## config.mk

```make
export PLATFORM = sky130hd
export DESIGN_NAME = fp_mult_seq_ctrl
export DESIGN_NICKNAME = d
export VERILOG_FILES = /design/src/rtl/fp_mult_seq_ctrl.sv
export SDC_FILE = /design/constraint.sdc
export NUM_CORES = 1
export LEC_CHECK = 0
export CAP_MARGIN = 20
export CORE_MARGIN = 8
export CORE_UTILIZATION = 50
export DETAILED_ROUTE_END_ITERATION = 7
export GPL_ROUTABILITY_DRIVEN = 0
export PLACE_DENSITY_LB_ADDON = 0.1
export SKIP_LAST_GASP = 1
export SYNTH_ARGS = -nofsm -noshare
export SYNTH_HDL_FRONTEND = slang
export SYNTH_SLANG_ARGS = --single-unit
```

## constraint.sdc

```tcl
create_clock -name clk -period 5.9 [get_ports clk]
set_input_delay 1.18 -clock clk [delete_from_list [all_inputs] [get_ports clk]]
set_output_delay 1.18 -clock clk [all_outputs]
set_load 0.05 [all_outputs]
```

## src/rtl/fp_mult_seq_ctrl.sv

```systemverilog
// Sequencing controller for the multi-cycle IEEE-754 single-precision multiplier:
// operand accept, 24-step shift-add mantissa multiply, exponent adjust, result hold.
module fp_mult_seq_ctrl #(
  parameter int EXP_WIDTH = 8,
  parameter int MAN_WIDTH = 23,
  parameter int BIAS      = 127
) (
  input  logic                           clk,
  input  logic                           rst,
  input  logic                           in_valid,
  output logic                           in_ready,
  input  logic [EXP_WIDTH+MAN_WIDTH:0]   a,
  input  logic [EXP_WIDTH+MAN_WIDTH:0]   b,
  output logic                           out_valid,
  input  logic                           out_ready,
  output logic [EXP_WIDTH+MAN_WIDTH:0]   result,
  output logic                           overflow,
  output logic                           underflow,
  output logic                           busy
);
  localparam int W  = EXP_WIDTH + MAN_WIDTH + 1;
  localparam int MW = MAN_WIDTH + 1;
  localparam int AW = 2 * MW;
  localparam int EW = EXP_WIDTH + 2;
  localparam int CW = $clog2(MW);
  localparam logic [EXP_WIDTH-1:0]  EMAX     = '1;
  localparam logic signed [EW-1:0]  EXP_SAT  = EW'((1 << EXP_WIDTH) - 1);
  localparam logic signed [EW-1:0]  EXP_ZERO = '0;
  localparam logic signed [EW-1:0]  BIAS_E   = EW'(BIAS);
  localparam logic [W-1:0] QNAN = {1'b0, EMAX, 1'b1, {(MAN_WIDTH-1){1'b0}}};

  typedef enum logic [1:0] {S_IDLE, S_MULT, S_NORM, S_OUT} state_t;

  state_t                 state_q;
  logic                   sign_q;
  logic signed [EW-1:0]   exp_tem_q;
  logic [MW-1:0]          ma_q, mb_q;
  logic [AW-1:0]          acc_q;
  logic [CW-1:0]          cnt_q;
  logic                   out_valid_q, ovf_q, unf_q;
  logic [W-1:0]           result_q;

  // operand classification at accept; exponent field 0 is treated as zero
  logic [EXP_WIDTH-1:0] ea, eb;
  logic [MAN_WIDTH-1:0] fa, fb;
  logic a_zero, b_zero, a_inf, b_inf, a_nan, b_nan, sign_d;
  logic signed [EW-1:0] exp_tem_d;

  assign ea     = a[W-2 -: EXP_WIDTH];
  assign eb     = b[W-2 -: EXP_WIDTH];
  assign fa     = a[MAN_WIDTH-1:0];
  assign fb     = b[MAN_WIDTH-1:0];
  assign a_zero = (ea == '0);
  assign b_zero = (eb == '0);
  assign a_inf  = (ea == EMAX) && (fa == '0);
  assign b_inf  = (eb == EMAX) && (fb == '0);
  assign a_nan  = (ea == EMAX) && (fa != '0);
  assign b_nan  = (eb == EMAX) && (fb != '0);
  assign sign_d = a[W-1] ^ b[W-1];
  assign exp_tem_d = $signed({2'b00, ea}) + $signed({2'b00, eb}) - BIAS_E;

  logic [AW-1:0]        acc_d;
  logic                 exp_inc;
  logic [MAN_WIDTH-1:0] mant_d;
  logic signed [EW-1:0] exp_value_d;

  assign acc_d       = mb_q[cnt_q] ? acc_q + (AW'(ma_q) << cnt_q) : acc_q;
  assign exp_inc     = acc_q[AW-1];
  assign mant_d      = exp_inc ? acc_q[AW-2 -: MAN_WIDTH] : acc_q[AW-3 -: MAN_WIDTH];
  assign exp_value_d = exp_tem_q + $signed({{(EW-1){1'b0}}, exp_inc});

  always_ff @(posedge clk) begin
    if (rst) begin
      state_q     <= S_IDLE;
      sign_q      <= 1'b0;
      exp_tem_q   <= '0;
      ma_q        <= '0;
      mb_q        <= '0;
      acc_q       <= '0;
      cnt_q       <= '0;
      out_valid_q <= 1'b0;
      result_q    <= '0;
      ovf_q       <= 1'b0;
      unf_q       <= 1'b0;
    end else begin
      case (state_q)
        S_IDLE: if (in_valid) begin
          sign_q    <= sign_d;
          exp_tem_q <= exp_tem_d;
          ma_q      <= {1'b1, fa};
          mb_q      <= {1'b1, fb};
          acc_q     <= '0;
          cnt_q     <= '0;
          ovf_q     <= 1'b0;
          unf_q     <= 1'b0;
          if (a_nan || b_nan || (a_inf && b_zero) || (b_inf && a_zero)) begin
            result_q    <= QNAN;
            out_valid_q <= 1'b1;
            state_q     <= S_OUT;
          end else if (a_inf || b_inf) begin
            result_q    <= {sign_d, EMAX, {MAN_WIDTH{1'b0}}};
            out_valid_q <= 1'b1;
            state_q     <= S_OUT;
          end else if (a_zero || b_zero) begin
            result_q    <= {sign_d, {(W-1){1'b0}}};
            out_valid_q <= 1'b1;
            state_q     <= S_OUT;
          end else begin
            state_q <= S_MULT;
          end
        end
        S_MULT: begin
          acc_q <= acc_d;
          cnt_q <= cnt_q + CW'(1);
          if (cnt_q == CW'(MW - 1)) state_q <= S_NORM;
        end
        S_NORM: begin
          out_valid_q <= 1'b1;
          state_q     <= S_OUT;
          if (exp_value_d >= EXP_SAT) begin
            result_q <= {sign_q, EMAX, {MAN_WIDTH{1'b0}}};
            ovf_q    <= 1'b1;
          end else if (exp_value_d <= EXP_ZERO) begin
            result_q <= {sign_q, {(W-1){1'b0}}};
            unf_q    <= 1'b1;
          end else begin
            result_q <= {sign_q, exp_value_d[EXP_WIDTH-1:0], mant_d};
          end
        end
        S_OUT: if (out_ready) begin
          out_valid_q <= 1'b0;
          state_q     <= S_IDLE;
        end
        default: state_q <= S_IDLE;
      endcase
    end
  end

  assign in_ready  = (state_q == S_IDLE);
  assign busy      = (state_q != S_IDLE);
  assign out_valid = out_valid_q;
  assign result    = result_q;
  assign overflow  = ovf_q;
  assign underflow = unf_q;
endmodule
```

==> metrics.txt, run 1 <==
Buffers on Ports 104; hold_sp mb_q[22]; Fmax approximately 210 MHz; total congestion overflow 0; layout cells sized above 1 0.0752; data arrival time of the worst path slightly above 5000 ps; num ports roughly 110; worst-skew pair later-pin latency 440 ps; area grow syn2layout 15.3%; r2r startpoint cnt_q[1]; Layout Utilization 0.587; final instance area 12300 µm²; Total GRT Usage 0.222; Hold Slack ~450 ps; number of vias per cell 5.90; drt wl/cell approximately 17 µm; drt drc 0; Post-Syn Area around 11000 µm²; clk sink count 148; vias in the first global route between 9000 and 10000; non-filler cells, final ~1700; final slew viol count 0; number of routed nets with antenna violations 0; CTS Buffer Depth 2; critical path type reg2reg; largest area contributor in the netlist dfxtp_1; Cells after Synth between 1000 and 1500; CP required roughly 6200 ps; Die Ht about 160 µm; Worst-path clk slew approximately 70 ps; Tightest Pin Transition 981 ps; number of flops mapped to enable cells by yosys 0; die width 162 µm; initial drt markers 760; Post-Place Cells 1665; CTS Buf Count 17; largest net degree at the start of global routing approximately 80; most common cell in the netlist nand2_1; final setup vio count 0; Rel. slew slack 0.341; Antenna Cells 0; die area roughly 26000 µm²; CTS H-tree lvls 4; row count 53; initial antenna violation count 0; VDD IR max approximately 0.00019 V; Power Density between 200 and 300 nW/µm²; yosys warns 0; Synth top cells by count 201 x nand2_1, 152 x a21oi_1, 148 x dfxtp_1, 142 x nor2_1; Synth Flop Type dfxtp_1; TritonCTS clock tree built; endpoints failing hold 0; Max Cap Viol 0; Setup Skew between 10 and 15 ps; nets 1550; post-DP HPWL approximately 22000 µm; ranking of synthesized cells by area dfxtp_1 28%, ha_1 8.2%, a21oi_1 7.1%, nand2_1 7.1%, mux2i_1 5.8%; crit share post-route 0.802; Lkg Pwr ~4.7 nW; CORE AREA between 20000 and 25000 µm²; final WL around 30000 µm; CTS resizes 0; hold_buf cts 0; initial core utilization 0.509; Vias 10023; Critical Path End Type flip-flop; top-area cell type share of the netlist area 0.277; Hold Path Class reg2reg; dpl cell area 11800 µm²; status finished, final reports clean; DRT Pass-1 Iters 6; post-layout min period around 4700 ps; Synth cell types 74; syn_nets about 1500; root buffer cell clkbuf_16; final setup TNS 0 ps; reg-to-reg slack, setup around 1200 ps; first-pass GRT wire length 48100 µm; Startpoint Class flip-flop; setup bufs post-CTS 0; CP max FO 31; sequential area share after synthesis 0.277; RSZ-0062 raised after global routing false; #FFs+latches synth ~150; asr flop ratio synth 0; crit path from cnt_q[1]; syn avg cell area between 7 and 8 µm²
-- cells in the final DEF (no fill, tap or decap), types with 23 or more instances in the layout --
cell type / count
a21o_1: 31
a21oi_1: 152
dfxtp_1: 146
nor2_1: 142
clkdlybuf4s50_1: 103
a22oi_1: 24
ha_1: 70
xnor2_1: 39
mux2i_1: 61
o21ai_0: 53
nand2_1: 200
nand4_1: 23
nor3_1: 44
-- critical path: stages, from the launching register on --
cell     delay (ps)
dfxtp_2         770
mux2_2          420
o21ai_0         370
mux2i_1         180
o21ai_0         310
o22ai_1         140
ha_1            390
and3_1          230
and2_1          200
a22oi_1         170
nand2_1          80
a31oi_2         260
o31a_1          310
o21ai_1         210
a31oi_1         270
xor2_1          220
o21ai_2          60
-- cell families (layout without fill, tap and decap cells) --
group                    Yosys count  count (layout)  share of synthesized area
multiplexers                      93              93                      0.109
AO/OA/AOI/OAI                    377             377                      0.225
XOR/XNOR                          60              60                     0.0491
AND/OR/NAND/NOR                  501             501                      0.207
flip-flops                       148             148                      0.277
buffers and inverters            121             172                     0.0474
adder cells (fa/ha/maj)           72              72                     0.0856
-- state kept, by name (all words and copies together) (netlist names) --
signal	flops
acc_q	48
state_q	2
exp_tem_q	10
sign_q	1
out_valid	1
overflow	1
ma_q	24
mb_q	23
result	32
underflow	1
cnt_q	5
-- where the power goes --
group	internal [W]	leakage (nW)	switching [W]	total (W)
clock	0.000570	0.270	0.000473	0.00104
sequential	0.00111	1.20	0.000112	0.00122
combinational	0.000493	3.21	0.000860	0.00135
total	0.00217	4.69	0.00145	0.00361
-- final cells by class --
type | count | area, µm²
Clock buffer | 21 | 460
Clock inverter | 11 | 91.3
Fill cell | 1953 | 8690
Inverter | 24 | 90.1
Multi-Input combinational cell | 1103 | 7240
Sequential cell | 148 | 2970
Tap cell | 275 | 344
Timing Repair Buffer | 116 | 1140
-- per-layer routing --
| metal | wire (µm) | vias up | global-route usage |
|---|---|---|---|
| met2 | 12800 | 301 | 0.336 |
| met5 | 0 | - | 0 |
| li1 | - | 5010 | - |
| met1 | 14400 | 4671 | 0.315 |
| met4 | 519 | 0 | 0.0699 |
| met3 | 1710 | 41 | 0.0370 |
-- metrics by stage --
step	power, W	setup slack, ps
after floorplan	0.00222	1790
after global placement	0.00255	1330
after detailed placement	0.00257	1350
after CTS	0.00361	1310
after global routing	0.00382	916
final	0.00361	1170
-- path summary, 6_finish.rpt --
check,cells past startpoint,to
max reg2reg,16,acc_q[46]
min,2,mb_q[22]
min reg2reg,2,mb_q[22]
max,16,acc_q[46]
Note: power is estimated with default switching activity, not from simulation.
==> inputs of run 2 (changes only) <==
==> constraint.sdc (replaced) <==
create_clock -name clk -period 4.2 [get_ports clk]
set_input_delay 0.84 -clock clk [delete_from_list [all_inputs] [get_ports clk]]
set_output_delay 0.84 -clock clk [all_outputs]
set_load 0.05 [all_outputs]
==> metrics.txt, run 2 (same netlist as run 1, synthesis figures left out) <==
non-filler cells, final 1736 (+2.2%); r2r startpoint cnt_q[0]; CP top delay family compound AO/OA/AOI/OAI gates; vias in the first global route 9603 (+3.5%); num ports 105 (unchanged); Lkg Pwr 4.92 nW (+5.0%); Power Density 410 nW/µm² (+40%); Reg with most FFs acc_q; CTS H-tree lvls 4 (unchanged); CTS Buf Count 17 (unchanged); CP required 4490 ps (-1710 ps); layout cells sized above 1 0.114 (+0.0391); reg-to-reg slack, setup 120 ps (-1050 ps); Worst-path clk slew 70 ps (about the same); Hold Path End mb_q[3]; hold_sp mb_q[3]; final WL 29700 µm (+0.82%); dpl cell area 12000 µm² (+2.4%); die area 26300 µm² (unchanged); DRT Pass-1 Iters 5 (-1); worst-skew pair later-pin latency 430 ps (about the same); post-DP HPWL 22300 µm (+1.9%); RSZ-0062 raised after global routing true; post-layout min period 4080 ps (-647 ps); R2R cell count 16 (unchanged); Crit path top cell by count o21ai_2; Post-Place Cells 1700 (+2.1%); Sw Share 0.393 (-0.00665); number of buffers and inverters on the critical path 1 (+1); Hold Slack 453 ps (+1.25 ps); die width 162 µm (unchanged); grt met3 use 0.0377 (+0.000759); clk sink count 148 (unchanged); Total GRT Usage 0.222 (about the same); crit-path cells clkbuf_4 -> mux4_2 -> a21oi_1 -> mux2_2 -> nor2_1 -> ha_1 -> and4_1 -> and3_1 -> a22oi_1 -> nand2_1 -> a31oi_4 -> o31a_1 -> o21ai_2 -> a31oi_1 -> xor2_1 -> o21ai_2; Vias 10117 (+0.94%); final setup TNS 0 ps (unchanged); hold path cells 2 (unchanged); drt drc 0 (unchanged); Hold Path Class reg2reg; critical path type reg2reg; CP max stage delay 540 ps (-230 ps); final slew viol count 0 (unchanged); area grow syn2layout 19.6%; status finished, final reports clean; final setup vio count 0 (unchanged); initial drt markers 640 (-16%); CTS Buffer Depth 2 (unchanged); endpoints failing hold 0 (unchanged); total congestion overflow 0 (unchanged); CP max FO 7 (-77%); row count 53 (unchanged); data arrival time of the worst path 4380 ps (-650 ps); Setup Skew 14.5 ps (+0.226 ps); Critical Path End Type flip-flop; slowest CP cell mux4_2; M1 GR Usage 0.303 (-0.0120); first-pass GRT wire length 48200 µm (+0.23%); Antenna Cells 0 (unchanged); Max Cap Viol 0 (unchanged); Internal 0.00318 W (+47%); Buffers on Ports 104 (unchanged); number of vias per cell 5.83 (-1.3%); number of routed nets with antenna violations 0 (unchanged); commonest non-fill, non-tap cell in the layout nand2_1; Startpoint Class flip-flop; Tightest Pin Transition 1040 ps (+62.0 ps); Fmax 245 MHz (+16%); sw power 0.00206 W (+43%); combinational power share 0.385 (+0.011); initial core utilization 0.509 (unchanged); reg2reg end acc_q[46]; hold_buf cts 0 (unchanged); power share of the clock group 0.293 (+0.004); nets 1588 (+2.5%); TritonCTS clock tree built; busiest metal layer after global routing met2; number of fill cells 1913 (-2.0%); Die Ht 162 µm (unchanged); sequential group share of total power 0.322 (-0.015); initial antenna violation count 0 (unchanged); drt wl/cell 17.1 µm (-1.4%); VDD IR max 0.000277 V (+44%); final instance area 12800 µm² (+3.7%); most frequent cells in the layout 200 x nand2_1, 147 x a21oi_1, 146 x dfxtp_1; crit share post-route 0.972 (+0.170); max reg flops 48 (unchanged); Rel. slew slack 0.302 (-0.0388); root buffer cell clkbuf_16; GR Layer Usage met2 0.349 (+0.0125); Layout Utilization 0.609 (+0.0220); largest net degree at the start of global routing 83 (+1.2%); CORE AREA 21000 µm² (unchanged)
-- run 2: cell types whose count changed in the layout (fill, tap and decap cells not counted), sizes merged --
cell,previous run,this run
clkinvlp,1,3
buf,13,50
bufinv,0,1
inv,28,25
clkinv,6,7
-- run 2: worst max path at each step --
stage          cells after the start         to  slack (ps)     start
2_1_floorplan                     18  acc_q[47]          90  cnt_q[1]
3_3_place_gp                      15  acc_q[47]          60  cnt_q[0]
3_5_place_dp                      16  acc_q[44]         -50  cnt_q[0]
4_1_cts                           16  acc_q[44]          50  cnt_q[0]
5_1_grt                           18  acc_q[43]         -30  cnt_q[0]
6_report                          16  acc_q[46]         120  cnt_q[0]
-- run 2: area by class of cell --
cell class / count / area (µm²) / share of cell area
Clock buffer: 20 / 467 / 0.0365
Clock inverter: 12 / 120 / 0.00939
Inverter: 24 / 93.8 / 0.00733
Multi-Input combinational cell: 1103 / 7360 / 0.575
Sequential cell: 148 / 2970 / 0.232
Tap cell: 275 / 344 / 0.0269
Timing Repair Buffer: 154 / 1440 / 0.113
-- run 2: metal layers --
layer / part of all wire / vias up / routed length [µm]
met2: 0.45 / 267 / 13300
met3: 0.050 / 35 / 1470
li1: - / 5074 / -
met4: 0.018 / 0 / 528
met1: 0.48 / 4741 / 14400
met5: 0 / - / 0
-- run 2: per-stage QoR --
stage | power (W) | setup slack (ps)
floorplan | 0.00312 | 94.8
global placement | 0.00364 | 63.2
detailed placement | 0.00367 | -51.3
CTS | 0.00521 | 53.7
global route | 0.00554 | -28.5
finish | 0.00525 | 116
-- run 2: tightest hold or removal path: stages (launching register included) --
cell,delay (ps)
dfxtp_1,310
nand2_1,50
a21oi_1,50
-- run 2: what timing repair did --
action | 4_1_cts | 5_1_grt
gates cloned | 0 | 0
pin swaps | 1 | 5
setup endpoints to repair | 4 | 12
setup buffers | 0 | 4
gates resized for setup | 1 | 35
-- run 2: power by group through the flow --
stage / combinational, W / sequential, W / clock, W
6_report: 0.00202 / 0.00169 / 0.00154
3_3_place_gp: 0.00192 / 0.00172 / 0
3_5_place_dp: 0.00194 / 0.00172 / 0
5_1_grt: 0.00221 / 0.00171 / 0.00162
2_1_floorplan: 0.00138 / 0.00174 / 0
4_1_cts: 0.00196 / 0.00169 / 0.00156
==> inputs of run 3 (changes only) <==
--- a/config.mk
+++ b/config.mk
@@ -6,7 +6,7 @@
 export NUM_CORES = 1
 export LEC_CHECK = 0
 export CAP_MARGIN = 20
-export CORE_MARGIN = 8
+export CORE_MARGIN = 4
 export CORE_UTILIZATION = 50
 export DETAILED_ROUTE_END_ITERATION = 7
 export GPL_ROUTABILITY_DRIVEN = 0
==> metrics.txt, run 3 (same netlist as run 1, synthesis figures left out) <==
Lkg Pwr 4.93 nW (+0.27%); R2R cell count 15 (-1); final setup TNS 0 ps (unchanged); CTS Buffer Depth 2 (unchanged); row count 53 (unchanged); endpoints failing hold 0 (unchanged); worst slack, placed -23.6 ps (+27.8 ps); max reg flops 48 (unchanged); Die Ht 154 µm (-4.9%); most frequent cells in the layout 200 x nand2_1, 151 x a21oi_1, 146 x dfxtp_1; RSZ-0062 raised after global routing true; post-layout min period 4100 ps (+18.4 ps); final setup vio count 0 (unchanged); hold_buf cts 0 (unchanged); commonest non-fill, non-tap cell in the layout nand2_1; Max Cap Viol 0 (unchanged); die area 23800 µm² (-9.6%); total congestion overflow 0 (unchanged); number of vias per cell 5.86 (+0.55%); data arrival time of the worst path 4480 ps (+100 ps); crit path from cnt_q[0]; final slew viol count 0 (unchanged); CP max FO 28 (+21); largest net degree at the start of global routing 87 (+4.8%); Buffers on Ports 104 (unchanged); initial drt markers 762 (+19%); number of routed nets with antenna violations 0 (unchanged); initial core utilization 0.509 (unchanged); DRT Pass-1 Iters 5 (unchanged); Hold Slack 451 ps (-2.38 ps); Rel. slew slack 0.334 (+0.0317); VDD IR max 0.000262 V (-5.3%); Vias 10196 (+0.78%); initial antenna violation count 0 (unchanged); hold_sp mb_q[20]; Setup Skew 11.7 ps (-2.82 ps); Startpoint Class flip-flop; clk sink count 148 (unchanged); drt drc 0 (unchanged); drt wl/cell 16.9 µm (-1.2%); Worst-path clk slew 70 ps (about the same); status finished, final reports clean; Tightest Pin Transition 991 ps (-51.4 ps); TritonCTS clock tree built; layout cells sized above 1 0.115 (+0.000370); Reg with most FFs acc_q; CORE AREA 21000 µm² (unchanged); num ports 105 (unchanged); final WL 29400 µm (-1.0%); crit share post-route 0.977 (+0.00438); reg2reg end acc_q[35]; Power Density 405 nW/µm² (-1.3%); CP required 4580 ps (+90 ps); Total GRT Usage 0.243 (+0.0212); critical path type reg2reg; CTS Buf Count 17 (unchanged); nets 1592 (+0.25%); r2r startpoint cnt_q[0]; post-DP HPWL 22200 µm (-0.50%); Antenna Cells 0 (unchanged); Fmax 244 MHz (-0.45%); first-pass GRT wire length 48000 µm (-0.52%); vias in the first global route 9489 (-1.2%); CTS H-tree lvls 4 (unchanged); Hold Path Class reg2reg; root buffer cell clkbuf_16; Critical Path End Type flip-flop; Setup WS post-layout 97.3 ps (-18.4 ps); CP endpoint acc_q[35]; die width 154 µm (-4.9%); area grow syn2layout 19.3%; worst-skew pair later-pin latency 430 ps (about the same); reg-to-reg slack, setup 100 ps (-20 ps)
==> run 3: cell types whose count changed in the layout (fill, tap and decap cells not counted), sizes merged <==
| cell | previous run | this run |
|---|---|---|
| clkinv | 7 | 5 |
| buf | 50 | 55 |
| bufinv | 1 | 0 |
| clkbuf | 21 | 18 |
| inv | 25 | 30 |
==> run 3: per-stage QoR <==
step / instance area [µm²] / power, W / cells / utilization
finish: 12800 / 0.00516 / 1740 / 0.607
global route: 12800 / 0.00549 / 1740 / 0.607
CTS: 12700 / 0.00516 / 1737 / 0.602
detailed placement: 12100 / 0.00368 / 1705 / 0.576
global placement: 12100 / 0.00366 / 1705 / 0.576
floorplan: 10700 / 0.00312 / 1372 / -
==> run 3: routing by layer <==
layer | share of wire | global-route usage
met1 | 0.47 | 0.344
met2 | 0.45 | 0.380
met3 | 0.055 | 0.0369
met4 | 0.027 | 0.0845
met5 | 0 | 0
==> run 3: critical path: stages, from the launching register on <==
cell and delay (ps):
dfxtp_2 370, buf_12 200, mux4_1 600, mux2i_2 200, nand2_1 70, o21ai_0 140
o22ai_1 150, ha_1 420, and3_4 240, nand4_1 180, o41a_4 580, o21bai_2 200
a21bo_2 190, nand3_1 120, a211o_1 320, nand3_1 60
==> run 3: final cells by class <==
type                       count  area [µm²]
clock buffer                  18         439
clock inverter                14         115
timing repair buffer         158        1480
tap                          275         344
sequential                   148        2970
inverter                      24        93.8
multi-input combinational   1103        7320
fill                        1947        8260
==> run 3: repair_timing <==
item	CTS	global route
pin swaps	0	4
setup buffers	0	3
cloned	0	0
resized for setup	1	22
endpoints found under the setup margin	3	16
==> run 3: worst min path at each step <==
stage                           end  slack (ps)  cells past startpoint
after floorplan           acc_q[17]         430                      2
after global placement     mb_q[10]         440                      2
after detailed placement   mb_q[20]         440                      2
after CTS                  mb_q[20]         450                      2
after global routing       mb_q[20]         470                      2
final                      mb_q[20]         450                      2
==> run 3: power by group <==
part,switching [W],total [W],internal (W)
combinational,0.00125,0.00201,0.000763
sequential,0.000133,0.00169,0.00155
clock,0.000680,0.00147,0.000788
